`src/rtl/mem_port_arbiter.sv`:
```
// ============================================================================
// Module   : mem_port_arbiter
// Purpose  : Round-robin owner of the shared memory port (CPU vs loader) with
//            variable-latency wait, per-access timeout and ack/err response.
// Revision : 1.0
// ============================================================================
`default_nettype none

module mem_port_arbiter #(
  parameter int AW      = 32,
  parameter int DW      = 32,
  parameter int TIMEOUT = 16,
  parameter int CW      = $clog2(TIMEOUT + 1)
) (
  input  logic          clk,
  input  logic          rst,
  input  logic          req0,
  input  logic          we0,
  input  logic [AW-1:0] addr0,
  input  logic [DW-1:0] wdata0,
  input  logic          req1,
  input  logic          we1,
  input  logic [AW-1:0] addr1,
  input  logic [DW-1:0] wdata1,
  output logic          gnt0,
  output logic          gnt1,
  output logic          ack0,
  output logic          ack1,
  output logic          err0,
  output logic          err1,
  output logic [DW-1:0] rdata,
  output logic          mem_en,
  output logic          mem_we,
  output logic [AW-1:0] mem_addr,
  output logic [DW-1:0] mem_wdata,
  input  logic [DW-1:0] mem_rdata,
  input  logic          mem_ready,
  output logic          busy
);

  localparam logic [1:0]    C_IDLE     = 2'd0;
  localparam logic [1:0]    C_ACCESS   = 2'd1;
  localparam logic [1:0]    C_RESP     = 2'd2;
  localparam logic [CW-1:0] C_CNT_LAST = CW'(TIMEOUT - 1);

  logic [1:0]    state_q, state_d;
  logic          last_gnt_q, last_gnt_d;
  logic [CW-1:0] cnt_q, cnt_d;
  logic          gnt0_q, gnt0_d, gnt1_q, gnt1_d;
  logic          ack0_q, ack0_d, ack1_q, ack1_d;
  logic          err0_q, err0_d, err1_q, err1_d;
  logic [DW-1:0] rdata_q, rdata_d;
  logic          mem_en_q, mem_en_d, mem_we_q, mem_we_d;
  logic [AW-1:0] mem_addr_q, mem_addr_d;
  logic [DW-1:0] mem_wdata_q, mem_wdata_d;
  logic          busy_q, busy_d;
  logic          sel;

  always_comb begin
    state_d     = state_q;
    last_gnt_d  = last_gnt_q;
    cnt_d       = cnt_q;
    gnt0_d      = gnt0_q;
    gnt1_d      = gnt1_q;
    ack0_d      = ack0_q;
    ack1_d      = ack1_q;
    err0_d      = err0_q;
    err1_d      = err1_q;
    rdata_d     = rdata_q;
    mem_en_d    = mem_en_q;
    mem_we_d    = mem_we_q;
    mem_addr_d  = mem_addr_q;
    mem_wdata_d = mem_wdata_q;
    sel         = 1'b0;

    case (state_q)
      C_IDLE: begin
        if (req0 || req1) begin
          // On a tie the requester that did not own the port last time wins.
          sel         = (req0 && req1) ? ~last_gnt_q : req1;
          state_d     = C_ACCESS;
          last_gnt_d  = sel;
          cnt_d       = '0;
          gnt0_d      = ~sel;
          gnt1_d      = sel;
          mem_en_d    = 1'b1;
          mem_we_d    = sel ? we1    : we0;
          mem_addr_d  = sel ? addr1  : addr0;
          mem_wdata_d = sel ? wdata1 : wdata0;
        end
      end

      C_ACCESS: begin
        cnt_d = cnt_q + CW'(1);
        if (mem_ready) begin
          rdata_d  = mem_we_q ? '0 : mem_rdata;
          ack0_d   = gnt0_q;
          ack1_d   = gnt1_q;
          err0_d   = 1'b0;
          err1_d   = 1'b0;
          mem_en_d = 1'b0;
          state_d  = C_RESP;
        end else if (cnt_q == C_CNT_LAST) begin
          rdata_d  = '0;
          ack0_d   = gnt0_q;
          ack1_d   = gnt1_q;
          err0_d   = gnt0_q;
          err1_d   = gnt1_q;
          mem_en_d = 1'b0;
          state_d  = C_RESP;
        end
      end

      C_RESP: begin
        ack0_d  = 1'b0;
        ack1_d  = 1'b0;
        err0_d  = 1'b0;
        err1_d  = 1'b0;
        gnt0_d  = 1'b0;
        gnt1_d  = 1'b0;
        state_d = C_IDLE;
      end

      default: begin
        ack0_d   = 1'b0;
        ack1_d   = 1'b0;
        err0_d   = 1'b0;
        err1_d   = 1'b0;
        gnt0_d   = 1'b0;
        gnt1_d   = 1'b0;
        mem_en_d = 1'b0;
        state_d  = C_IDLE;
      end
    endcase

    busy_d = (state_d != C_IDLE);
  end

  // Reset abandons any access in flight; last_gnt=1 lets the CPU win the first tie.
  always_ff @(posedge clk or posedge rst) begin
    if (rst) begin
      state_q     <= C_IDLE;
      last_gnt_q  <= 1'b1;
      cnt_q       <= '0;
      gnt0_q      <= 1'b0;
      gnt1_q      <= 1'b0;
      ack0_q      <= 1'b0;
      ack1_q      <= 1'b0;
      err0_q      <= 1'b0;
      err1_q      <= 1'b0;
      rdata_q     <= '0;
      mem_en_q    <= 1'b0;
      mem_we_q    <= 1'b0;
      mem_addr_q  <= '0;
      mem_wdata_q <= '0;
      busy_q      <= 1'b0;
    end else begin
      state_q     <= state_d;
      last_gnt_q  <= last_gnt_d;
      cnt_q       <= cnt_d;
      gnt0_q      <= gnt0_d;
      gnt1_q      <= gnt1_d;
      ack0_q      <= ack0_d;
      ack1_q      <= ack1_d;
      err0_q      <= err0_d;
      err1_q      <= err1_d;
      rdata_q     <= rdata_d;
      mem_en_q    <= mem_en_d;
      mem_we_q    <= mem_we_d;
      mem_addr_q  <= mem_addr_d;
      mem_wdata_q <= mem_wdata_d;
      busy_q      <= busy_d;
    end
  end

  assign gnt0      = gnt0_q;
  assign gnt1      = gnt1_q;
  assign ack0      = ack0_q;
  assign ack1      = ack1_q;
  assign err0      = err0_q;
  assign err1      = err1_q;
  assign rdata     = rdata_q;
  assign mem_en    = mem_en_q;
  assign mem_we    = mem_we_q;
  assign mem_addr  = mem_addr_q;
  assign mem_wdata = mem_wdata_q;
  assign busy      = busy_q;

endmodule

`default_nettype wire
```
`config.mk`:
```
export PLATFORM = sky130hd
export DESIGN_NAME = mem_port_arbiter
export DESIGN_NICKNAME = d
export VERILOG_FILES = /design/src/rtl/mem_port_arbiter.sv
export SDC_FILE = /design/constraint.sdc
export NUM_CORES = 1
export LEC_CHECK = 0
export ABC_AREA = 1
export CAP_MARGIN = 20
export CORE_MARGIN = 2
export CORE_UTILIZATION = 33
export DETAILED_ROUTE_END_ITERATION = 10
export DONT_BUFFER_PORTS = 1
export HOLD_SLACK_MARGIN = 0.1
export PLACE_DENSITY = 0.46
export SLEW_MARGIN = 20
export SYNTH_ARGS = -nofsm -noshare
export SYNTH_HDL_FRONTEND = slang
export SYNTH_SLANG_ARGS = --single-unit
```
`constraint.sdc`:
```
create_clock -name clk -period 6.3 [get_ports clk]
set_clock_uncertainty 0.2 [all_clocks]
set_input_delay 1.89 -clock clk [delete_from_list [all_inputs] [get_ports clk]]
set_output_delay 1.89 -clock clk [all_outputs]
set_load 0.05 [all_outputs]
```
==> results_dict.tcl <==
set metrics [dict create \
    outcome "finished clean" \
    regArea_um2 2830 \
    gp_congestion 0.756 \
    min_path_type "flip-flop to flip-flop" \
    required_ns 6.44 \
    grt_pass1_wl_um 23300 \
    grt_usage_pct 16.8 \
    yosysUniqueCellTypes 20 \
    critPathLaunchType "input pin" \
    cpMostUsedCell "nand2_1" \
    htree_levels 4 \
    synth_top_area_share_pct 51.9 \
    syn_inst 717 \
    synth.cell_area_um2 5400 \
    ys_ff_latch 113 \
    slowest_delay_ns 0.74 \
    path_max_fanout 38 \
    postRouteAntennaNets 0 \
    fmax_mhz 304 \
    dp_cells 891 \
    numPortBuffers 0 \
    stdcell_count 923 \
    crit_chain "nor2_1, nor2_2, buf_4, inv_1, nand2_1, nand2_1" \
    postSynthAreaPerCell_um2 7.53 \
    initial_core_util_pct 33.8 \
    synthFlopType "dfrtp_1" \
    holdWs_ns 0.271 \
    yosys-top-cells-area "dfrtp_1, nand2_1, nand3_1, buf_2, buf_6" \
    multiInputGateArea_um2 2250 \
    die_area_um2 17400 \
    viasPerCell 4.88 \
    yosys_warnings 0 \
    coreArea_um2 15900 \
    final_max_slew_viol_count 0 \
    setup_violations 0 \
    fp.dieW_um 132 \
    antenna_found_initial 0 \
    slew_headroom_pct 36.7 \
    synth_edf_count 0 \
    cts.hold.buffers_added 0 \
    grt_pass1_vias 4587 \
    ir_worst_vdd_mv 0.210 \
    cp_data_arrival_time_ns 3.42 \
    drt_pass1_iterations 8 \
    slowest_stage "inv_1" \
    cap_violations 0 \
    async_flop_share_pct 100 \
    worst_pin_slew_ns 0.948 \
    critPathKind "input pin to flip-flop" \
    final_nets 863 \
    ys_seq_area_share_pct 52.4 \
    fin_setup_tns_ns 0 \
    yosysMostFrequentCell "nand2_1" \
    cts_tree "yes" \
    num_vias 4505 \
    synth_fp_nets 886 \
    wl_um 14200 \
    die_y_um 132 \
    grt_max_degree 83 \
    rows 46 \
    n_fill_cell 1653 \
    rsz0062_at_grt "false" \
    min_period_over_period_pct 52.1 \
    dp_hpwl_um 9570 \
    clkSinkCount 113 \
    power.leakage_nw 3.32 \
    antenna_cells 0 \
    layout_min_cycle_time_ns 3.28 \
    post-cts-setup-buffers 0 \
    drive_gt1_share_pct 6.22 \
    clk-insertion-delay-late_ns 0.41 \
    synth_top_area_cell "dfrtp_1" \
    cts_buffers 17 \
    drtIter0Drc 279 \
    cp-end-kind "flip-flop" \
    drc_errors 0 \
    area_growth_pct 11.3 \
    hold_viol_final 0 \
    ys_top_cells_by_count "nand2_1, dfrtp_1, nand3_1" \
    wl_per_cell_um 15.4 \
    clk_pin_slew_ns 0.05 \
    gr-total-overflow 0 \
    cts_buffer_depth 2 \
    io_pins 272 \
    ctsResizeCount 0 \
    power_density_nw_per_um2 691 \
    root_buffer "clkbuf_16" \
]
==> worst max-delay path, delay by kind of cell <==
family	cells	cell delay (ns)
buffers and inverters	2	1.00
and+or+nand+nor	4	0.51
==> state kept, by name (all words and copies together) (netlist names) <==
signal      count
mem_addr       32
mem_wdata      32
rdata          32
cnt_q           5
state_q         2
ack0            1
ack1            1
busy            1
err0            1
err1            1
gnt0            1
gnt1            1
last_gnt_q      1
mem_en          1
mem_we          1
==> layout make-up <==
type                       count  share of cell area, %
clock inverter                10                   1.83
clock buffer                  22                   7.73
timing repair buffer           5                  0.625
sequential                   113                   47.1
multi-input combinational    546                   37.4
tap                          216                   4.50
inverter                      11                  0.771
==> cells by family after synthesis <==
group / count (synthesis) / synth area share [%]
adders and majority gates: 2 / 0.464
buffers and inverters: 58 / 6.24
AOI/OAI and AO/OA: 4 / 0.371
and+or+nand+nor: 539 / 40.3
DFF: 113 / 52.4
xor gates and xnor gates: 1 / 0.162
==> cells in the final DEF (no fill, tap or decap), drive strengths merged <==
| cell type | instances |
|---|---|
| buf | 5 |
| bufinv | 2 |
| clkbuf | 22 |
| clkinv | 5 |
| clkinvlp | 4 |
| dfrtp | 112 |
| dfstp | 1 |
| ha | 2 |
| inv | 10 |
| nand2 | 422 |
| nand3 | 109 |
| nand4 | 1 |
| nor2 | 7 |
| o21ai | 4 |
| xnor2 | 1 |
==> metal layers <==
layer	wire, um	share of wire [%]	vias to the layer above	global-route usage (%)
met5	0	0	-	0
met4	455	3.2	0	8.64
met3	1080	7.6	36	6.57
met2	6880	48	188	26.5
met1	5810	41	2089	19.9
li1	-	-	2192	-
==> where the power goes <==
part | switching (W) | internal (W)
Combinational | 0.000516 | 0.000241
Clock | 0.000329 | 0.000599
Sequential | 0.00142 | 0.00104
Total | 0.00227 | 0.00188
==> path summary, 6_finish.rpt <==
check,startpoint,to,slack [ns],cells after the start
max reg2reg,cnt_q[0]$_DFFE_PP0P_,rdata[22]$_DFFE_PP0P_,3.57,10
min,last_gnt_q$_DFFE_PP1P_,last_gnt_q$_DFFE_PP1P_,0.27,2
max in group asynchronous,rst,rdata[28]$_DFFE_PP0P_,3.66,2
min reg2reg,last_gnt_q$_DFFE_PP1P_,last_gnt_q$_DFFE_PP1P_,0.27,2
min in group asynchronous,rst,mem_wdata[23]$_DFFE_PP0P_,1.26,1
max,mem_ready,rdata[22]$_DFFE_PP0P_,3.02,6
==> per-stage QoR <==
step | util [%] | power [W] | cell area [um^2] | setup WS, ns
after floorplan | - | 0.00304 | 5400 | 1.22
after global placement | 34.0 | 0.00323 | 5420 | 2.71
after detailed placement | 34.0 | 0.00325 | 5420 | 2.59
after CTS | 37.6 | 0.00420 | 6000 | 3.00
after global routing | 37.7 | 0.00439 | 6010 | 2.83
final | 37.7 | 0.00415 | 6010 | 3.02
(Power assumes the default switching activity.)
